**config.mk**
```make
export PLATFORM = sky130hd
export DESIGN_NAME = vote_round_controller
export DESIGN_NICKNAME = d
export VERILOG_FILES = /design/src/rtl/vote_pkg.sv /design/src/rtl/popcount5.sv /design/src/rtl/vote_round_controller.sv
export SDC_FILE = /design/constraint.sdc
export NUM_CORES = 1
export LEC_CHECK = 0
export ABC_AREA = 0
export CORE_UTILIZATION = 39
export DETAILED_ROUTE_END_ITERATION = 8
export PLACE_DENSITY_LB_ADDON = 0.12
export SYNTH_ARGS = -nofsm -noshare
export SYNTH_HDL_FRONTEND = slang
export SYNTH_SLANG_ARGS = --single-unit
export TNS_END_PERCENT = 1
```
**constraint.sdc**
```tcl
create_clock -name clk -period 3.7 [get_ports clk]
set_input_delay 0.555 -clock clk [delete_from_list [all_inputs] [get_ports clk]]
set_output_delay 0.555 -clock clk [all_outputs]
set_load 0.005 [all_outputs]
```
**src/rtl/vote_pkg.sv**
```systemverilog
// Shared types and constants for the 5-way vote round controller.
package vote_pkg;
   typedef enum logic [1:0] {IDLE, COLLECT, RESULT} state_t;
   localparam int N_VOTERS = 5;
   localparam int PCNT_W   = 3;
endpackage

```
**src/rtl/popcount5.sv**
```systemverilog
// Population count of a 5-bit vector.
module popcount5
   import vote_pkg::*;
(
   input  logic [N_VOTERS-1:0] bits,
   output logic [PCNT_W-1:0]   count
);
   always_comb begin
      count = '0;
      for (int i = 0; i < N_VOTERS; i++)
         count = count + PCNT_W'(bits[i]);
   end
endmodule

```
**src/rtl/vote_round_controller.sv**
```systemverilog
// Runs one 5-way majority-vote round per start pulse and presents the decision
// through a valid/ready handshake; tracks per-voter dissent and flags persistent dissenters.
//
// state   | meaning
// IDLE    | waiting for start; res_* hold the last decision
// COLLECT | window open, one vote accepted per voter
// RESULT  | first cycle registers the decision, then res_valid until accepted
module vote_round_controller
   import vote_pkg::*;
#(
   parameter int TIMEOUT   = 16,
   parameter int QUORUM    = 3,
   parameter int DCNT_W    = 8,
   parameter int FAULT_LIM = 4
) (
   input  logic                clk,
   input  logic                rst,
   input  logic                start,
   input  logic [N_VOTERS-1:0] vote_valid,
   input  logic [N_VOTERS-1:0] vote_bit,
   output logic [N_VOTERS-1:0] vote_ready,
   output logic                res_valid,
   input  logic                res_ready,
   output logic                res_maj,
   output logic [PCNT_W-1:0]   res_count,
   output logic                res_quorum,
   output logic                busy,
   output logic [N_VOTERS-1:0] fault
);
   localparam int TMR_W = (TIMEOUT > 2) ? $clog2(TIMEOUT) : 1;

   state_t              state;
   logic [N_VOTERS-1:0] recv;
   logic [N_VOTERS-1:0] vote;
   logic [TMR_W-1:0]    timer;
   logic [N_VOTERS-1:0] capture;
   logic [N_VOTERS-1:0] recv_nxt;
   logic [PCNT_W-1:0]   cnt_recv;
   logic [PCNT_W-1:0]   cnt_ones;
   logic                quorum_now;
   logic                maj_now;
   logic                handshake;

   assign vote_ready = (state == COLLECT) ? ~recv : '0;
   assign capture    = vote_valid & vote_ready;
   assign recv_nxt   = recv | capture;
   assign busy       = (state != IDLE);
   assign handshake  = (state == RESULT) && res_valid && res_ready;

   popcount5 u_cnt_recv (.bits(recv),        .count(cnt_recv));
   popcount5 u_cnt_ones (.bits(vote & recv), .count(cnt_ones));

   assign quorum_now = (cnt_recv >= PCNT_W'(QUORUM));
   // Strict majority of received votes; a tie resolves to 0.
   assign maj_now    = quorum_now && ({cnt_ones, 1'b0} > {1'b0, cnt_recv});

   always_ff @(posedge clk) begin
      if (rst) begin
         state      <= IDLE;
         recv       <= '0;
         vote       <= '0;
         timer      <= '0;
         res_valid  <= 1'b0;
         res_maj    <= 1'b0;
         res_count  <= '0;
         res_quorum <= 1'b0;
      end else begin
         case (state)
            IDLE: begin
               if (start) begin
                  state <= COLLECT;
                  recv  <= '0;
                  vote  <= '0;
                  timer <= '0;
               end
            end
            COLLECT: begin
               recv  <= recv_nxt;
               vote  <= (vote & ~capture) | (vote_bit & capture);
               timer <= timer + 1'b1;
               if (recv_nxt == '1 || timer == TMR_W'(TIMEOUT - 1))
                  state <= RESULT;
            end
            RESULT: begin
               if (!res_valid) begin
                  res_valid  <= 1'b1;
                  res_count  <= cnt_recv;
                  res_quorum <= quorum_now;
                  res_maj    <= maj_now;
               end else if (res_ready) begin
                  res_valid <= 1'b0;
                  state     <= IDLE;
               end
            end
            default: state <= IDLE;
         endcase
      end
   end

   for (genvar g = 0; g < N_VOTERS; g++) begin : g_dissent
      logic [DCNT_W-1:0] dissent;

      always_ff @(posedge clk) begin
         if (rst)
            dissent <= '0;
         else if (handshake && res_quorum && recv[g] && (vote[g] != res_maj) && (dissent != '1))
            dissent <= dissent + 1'b1;
      end

      assign fault[g] = (dissent >= DCNT_W'(FAULT_LIM));
   end
endmodule
```
==> results of run 1 <==
## critical path: stages (launching register included)
cell and delay [ns]:
dfxtp_1 0.40, and2_1 0.20, ha_1 0.27, inv_1 0.05, fa_1 0.52, inv_1 0.04
ha_1 0.19, fa_1 0.43, ha_1 0.30, a21oi_1 0.12, a31oi_1 0.05, o211ai_1 0.16
a21oi_1 0.08
## registers in the layout (all words and copies together), names as in the netlist
name and count:
res_valid 1, state 2, res_count 3, g_dissent.dissent 40
vote 5, recv 5, res_quorum 1, timer 4
res_maj 1
## power by group through the flow
stage	Sequential [mW]	Combinational, mW	Clock (mW)
after detailed placement	0.726	0.151	0
after global placement	0.727	0.151	0
after global routing	0.715	0.168	0.623
final	0.712	0.150	0.573
after CTS	0.711	0.152	0.594
after floorplan	0.714	0.0920	0
## final cells by class
cell class	count	area [sq um]
Fill cell	870	4680
Multi-Input combinational cell	312	2120
Sequential cell	62	1240
Timing Repair Buffer	31	303
Clock buffer	14	153
Tap cell	108	135
Inverter	28	105
Clock inverter	1	30.0
## placed cells by master (no fill, tap or decap), types with 3 or more instances in the layout
| cell | Yosys | final |
|---|---|---|
| nand2_1 | 28 | 28 |
| fa_1 | 4 | 4 |
| o41ai_1 | 3 | 3 |
| a21oi_1 | 37 | 37 |
| o21ai_0 | 13 | 13 |
| nand3_1 | 22 | 22 |
| clkbuf_8 | 0 | 10 |
| nor3b_1 | 4 | 4 |
| clkdlybuf4s50_1 | 0 | 29 |
| nor2_1 | 35 | 35 |
| ha_1 | 17 | 17 |
| o31ai_1 | 17 | 17 |
| and4_1 | 4 | 4 |
| a31oi_1 | 4 | 4 |
| nand2b_1 | 5 | 5 |
| or2_2 | 3 | 3 |
| nor3_1 | 7 | 7 |
| a211oi_1 | 6 | 6 |
| inv_1 | 28 | 28 |
| nor4b_1 | 4 | 4 |
| nand4_4 | 4 | 4 |
| xor2_1 | 5 | 5 |
| o211ai_1 | 3 | 3 |
| and2_1 | 4 | 4 |
| clkbuf_1 | 8 | 4 |
| or4_1 | 18 | 18 |
| or3_1 | 5 | 5 |
| and3_1 | 7 | 7 |
| nand4_1 | 6 | 6 |
| mux2_2 | 7 | 7 |
| nor4_1 | 9 | 9 |
| mux2i_1 | 7 | 7 |
| a31o_2 | 3 | 3 |
| dfxtp_1 | 62 | 62 |
| nor2b_1 | 7 | 7 |
## cell families after synthesis
family	Yosys count	share of synthesized area, %
xor gates and xnor gates	5	1.24
muxes	14	4.20
AOI/OAI and AO/OA	94	16.5
DFF	62	35.0
and+or+nand+nor	178	29.5
adders and majority gates	21	8.26
buffers and inverters	46	5.26
## synth_stat cells (6+ instances only)
master / number
a211oi_1: 6
or4_1: 18
clkbuf_1: 8
o31ai_1: 17
mux2_2: 7
a21oi_1: 37
dfxtp_1: 62
inv_1: 28
nor2b_1: 7
nor4_1: 9
nor2_1: 35
ha_1: 17
nand4_1: 6
and3_1: 7
mux2i_1: 7
nand2_1: 28
nor3_1: 7
o21ai_0: 13
nand3_1: 22
## per-layer routing
metal	routed length [um]	part of all wire (%)	up-vias	track usage (%)
met5	0	0	-	0
met4	84	1.1	0	5.77
met2	3430	45	44	27.1
met3	224	3.0	7	4.17
li1	-	-	1588	-
met1	3840	51	1426	21.2
## metrics by stage
step | hold WS, ns | power, mW | setup WS [ns] | cell area (sq um)
floorplan | 0.461 | 0.806 | 0.881 | 3540
global placement | 0.481 | 0.877 | 0.781 | 3900
detailed placement | 0.487 | 0.877 | 0.721 | 3900
CTS | 0.501 | 1.46 | 0.727 | 4080
global route | 0.526 | 1.51 | 0.554 | 4080
finish | 0.495 | 1.43 | 0.734 | 4080
## how the worst min path moves through the flow
stage,slack (ns),cells past startpoint,endpoint
after floorplan,0.46,2,g_dissent[4].dissent[5]
after global placement,0.48,2,res_count[0]
after detailed placement,0.49,2,res_count[0]
after CTS,0.50,2,res_count[0]
after global routing,0.53,2,res_count[2]
final,0.50,2,res_count[0]
==> results.yml, run 1 <==
synth:
  ys_types: 46
  synthesis.area_sq_mm: 0.00354
  ys.flop_type: "dfxtp_1"
  ys_ff_latch: 62
  syn_avg_cell_area_sq_um: 8.44
  yosysTopAreaCell: "dfxtp_1"
  seq_area_frac_synth_pct: 35.0
  synth_area_leaders: "dfxtp_1 35%, ha_1 6.0%, a21oi_1 5.2%, or4_1 3.8%, nor2_1 3.7%"
  synth_nets: 455
  syn_inst: 420
  synth_top_area_share_pct: 35.0
  synth_warnings: 0
  synthArstFlopShare_pct: 0
  synth_edf_count: 0
final_layout:
  insertedDiodeCount: 0
  finalNetCount: 479
  final_layout_size_suffix_gt1_share_pct: 7.14
  syn2layout_area_growth_pct: 15.2
  final_util_pct: 46.6
  fin_cells: 556
sta:
  hold_viol_final: 0
  rsz0062_at_grt: "false"
  setup_tns_ns: 0
  worst_pin_slew_ns: 0.689
  timing.final.crit_share_pct: 80.2
  fmax_mhz: 337
  final_max_slew_viol_count: 0
  final.min_clock_period_ns: 2.97
  relSlewSlack_pct: 53.9
  setup_viol: 0
  skew_ns: 0.0115
global_routing:
  grt_pass1_wl_um: 12900
  grt_pass1_vias: 2784
  grt_max_degree: 33
  gr-total-overflow: 0
  grt_usage_pct: 16.6
  antenna_found_initial: 0
run:
  max_cap_viol_count: 0
pwr:
  powerDensity_mw_per_mm2: 351
  leakagePower_nw: 1.47
  p_clk_share_pct: 39.9
  p_int_mw: 1.09
  p_comb_share_pct: 10.4
  switching_power_mw: 0.348
  p_seq_share_pct: 49.6
  peakVddDrop_v: 0.000166
  switching_share_pct: 24.3
worst_setup_path:
  start_kind: "register"
  critPathLaunch: "recv[0]"
  reg2reg_to: "res_maj"
  endpoint_kind: "register"
  cp.required_ns: 3.89
  endpoint: "res_maj"
  rr_startpoint: "recv[0]"
  ff2ff_path_depth: 12
  rrSetupSlack_ns: 0.73
  crit_fanout: 8
  crit_arrival_ns: 3.16
  path_class: "register to register"
floorplanning:
  core_sq_mm: 0.00876
  rows: 34
  die_w_um: 97.3
  io_pins: 31
  dieHeight_um: 97.3
  dieArea_sq_mm: 0.00947
  floorplan.initialDensity_pct: 40.4
hold_path:
  hp-class: "register to register"
  worstHoldStart: "res_count[0]"
clocking:
  clock_path_buffers: 2
  numCtsBuffers: 9
  cts_resized: 0
  postCtsHoldBufs: 0
  clkSinkCount: 62
  cts-root-buf: "clkbuf_8"
  cts_tree: "done"
  post_cts_buffers: 0
  path_clk_slew_ns: 0.06
  clk_latency_ns: 0.34
  h-tree-depth: 3
drt:
  vias: 3065
  drt_pre_antenna_iters: 4
  first_iter_violations: 97
  remaining_drc_errors: 0
  drtAntennaViolNets: 0
  wl_per_cell_um: 13.6
  drt_wl_total_um: 7580
  routed_via_density: 5.51
placement:
  place_inst: 541
  portBuffers: 30
  dpl.hpwl_um: 5290
  place_congestion: 0.761
status:
  outcome: "finished, final reports clean"
Power figures use the tool's default switching activity.
==> inputs of run 2 (changes only) <==
- clock period: 3.7 -> 2.5 ns (I/O delays scaled with it)
==> run 2 against run 1 <==
  * The run now ends with negative setup slack left
  * Sequential power rose by 45%
  * Sequential share of layout area fell by 2.1 points
  * Cell count is 4.7% higher
  * Critical path depth unchanged
  * Final area increased by 8.1%
  * Hold slack got worse by 0.042 ns
  * Critical endpoint unchanged
  * Highest routed layer unchanged
==> results.yml, run 2 (synthesized netlist as in run 1, its figures left out) <==
floorplanning:
  core_sq_mm: 0.00876
  floorplan.initialDensity_pct: 40.4
  die_w_um: 97.3
  io_pins: 31
  rows: 34
  dieHeight_um: 97.3
  dieArea_sq_mm: 0.00947
final_layout:
  layout_commonest_cell: "dfxtp_1"
  largest_reg_flops: 40
  final_util_pct: 50.4
  multi_input_area_sq_mm: 0.00219
  final_layout_size_suffix_gt1_share_pct: 16.2
  seq_area_sq_mm: 0.00125
  syn2layout_area_growth_pct: 24.6
  finalNetCount: 504
  largest_register: "g_dissent.dissent"
  fillCellCount: 843
  insertedDiodeCount: 0
  fin_area_sq_mm: 0.00441
  top_regs: "g_dissent.dissent x40, recv x5, vote x5"
  final_cell_mix: "60 x dfxtp_1, 36 x a21oi_1, 35 x nor2_1"
drt:
  remaining_drc_errors: 0
  first_iter_violations: 100
  vias: 3179
  routed_via_density: 5.46
  drtAntennaViolNets: 0
  drt_pre_antenna_iters: 4
  wl_per_cell_um: 13.9
  drt_wl_total_um: 8110
worst_setup_path:
  start_kind: "register"
  path_class: "register to register"
  cp_slowest_cell: "fa_1"
  endpoint_kind: "register"
  cp.required_ns: 2.72
  crit_arrival_ns: 2.93
  path_delay_family: "adder cells"
  crit_fanout: 2
  cpPeakStageDelay_ns: 0.52
  critical_path_buf_inv_count: 2
  cp_cell_sequence: "and2_4 > ha_4 > inv_2 > fa_1 > inv_1 > ha_2 > fa_1 > ha_4 > a21oi_2 > a31oi_1 > o211ai_1 > a21oi_1"
run:
  max_cap_viol_count: 0
status:
  violations: "negative setup slack"
  outcome: "complete, but fails checks"
clocking:
  numCtsBuffers: 9
  clkSinkCount: 62
  clock_path_buffers: 2
  h-tree-depth: 3
  clk_latency_ns: 0.34
  cts_tree: "done"
  cts-root-buf: "clkbuf_8"
  postCtsHoldBufs: 0
  path_clk_slew_ns: 0.07
sta:
  worst_pin_slew_ns: 0.651
  relSlewSlack_pct: 56.4
  timing.final.crit_share_pct: 108
  final_max_slew_viol_count: 0
  skew_ns: 0.00929
  hold_viol_final: 0
  setup_viol: 2
  fin_ws_ns: -0.210
  final.min_clock_period_ns: 2.71
  rsz0062_at_grt: "true"
  setup_tns_ns: -0.253
  fmax_mhz: 369
pwr:
  p_int_mw: 1.76
  switching_power_mw: 0.566
  powerDensity_mw_per_mm2: 527
  p_clk_share_pct: 43.1
  p_seq_share_pct: 44.4
  p_comb_share_pct: 12.5
  total_power_mw: 2.32
  leakagePower_nw: 1.63
  peakVddDrop_v: 0.000295
  switching_share_pct: 24.3
global_routing:
  grt_pass1_wl_um: 14000
  grt_max_degree: 29
  gr-total-overflow: 0
  grt_usage_pct: 17.9
  grt_pass1_vias: 3010
  antenna_found_initial: 0
placement:
  place_area_sq_mm: 0.00412
  dpl.hpwl_um: 5740
  portBuffers: 30
  place_congestion: 0.821
  pre_cts_slack_ns: -0.292
hold_path:
  hp-class: "primary input to register"
==> run 2: worst register-to-register path: stages (launching register included) <==
cell	delay, ns
dfxtp_1	0.32
and2_4	0.16
ha_4	0.25
inv_2	0.03
fa_1	0.46
inv_1	0.04
ha_2	0.16
fa_1	0.53
ha_4	0.21
a21oi_2	0.11
a31oi_1	0.04
o211ai_1	0.19
a21oi_1	0.09
==> run 2: area by class of cell <==
class	count	area share (%)
flip-flops and latches	62	28.3
repair buffers	56	11.6
multi-input cells	312	49.5
inverters	28	2.38
clock inverters	2	0.794
clock buffers	14	4.39
well taps	108	3.06
==> run 2: metrics by stage <==
step / hold slack, ns / std cells
6_report: 0.453 / 582
5_1_grt: 0.475 / 582
4_1_cts: 0.450 / 582
3_5_place_dp: 0.491 / 565
3_3_place_gp: 0.479 / 565
2_1_floorplan: 0.461 / 420
==> run 2: metal layers <==
metal	vias to the layer above	GRT usage (%)	wire (um)
li1	1637	-	-
met1	1492	22.8	4010
met2	42	30.2	3790
met3	8	3.74	228
met4	0	5.77	91
met5	-	0	0
==> run 2: power by group through the flow <==
| stage | Clock [mW] | Combinational [mW] | Sequential [mW] |
|---|---|---|---|
| floorplan | 0 | 0.137 | 1.06 |
| global placement | 0 | 0.279 | 1.05 |
| detailed placement | 0 | 0.279 | 1.05 |
| CTS | 1.03 | 0.292 | 1.03 |
| global route | 1.07 | 0.322 | 1.04 |
| finish | 1.00 | 0.291 | 1.03 |
==> run 2: path summary, 6_finish.rpt <==
path / startpoint / cells past startpoint / slack, ns / to
setup reg to reg: vote[0] / 12 / -0.21 / res_maj
setup / recovery: vote[0] / 12 / -0.21 / res_maj
hold / removal: rst / 2 / 0.45 / g_dissent[4].dissent[5]
hold reg to reg: g_dissent[0].dissent[1] / 2 / 0.50 / g_dissent[0].dissent[1]
==> run 2: repair_timing <==
action	in CTS	in global routing
hold endpoints to repair	0	0
pin swaps	10	1
setup buffers	1	0
gates cloned	0	0
setup endpoints to repair	2	2
resized for setup	12	1
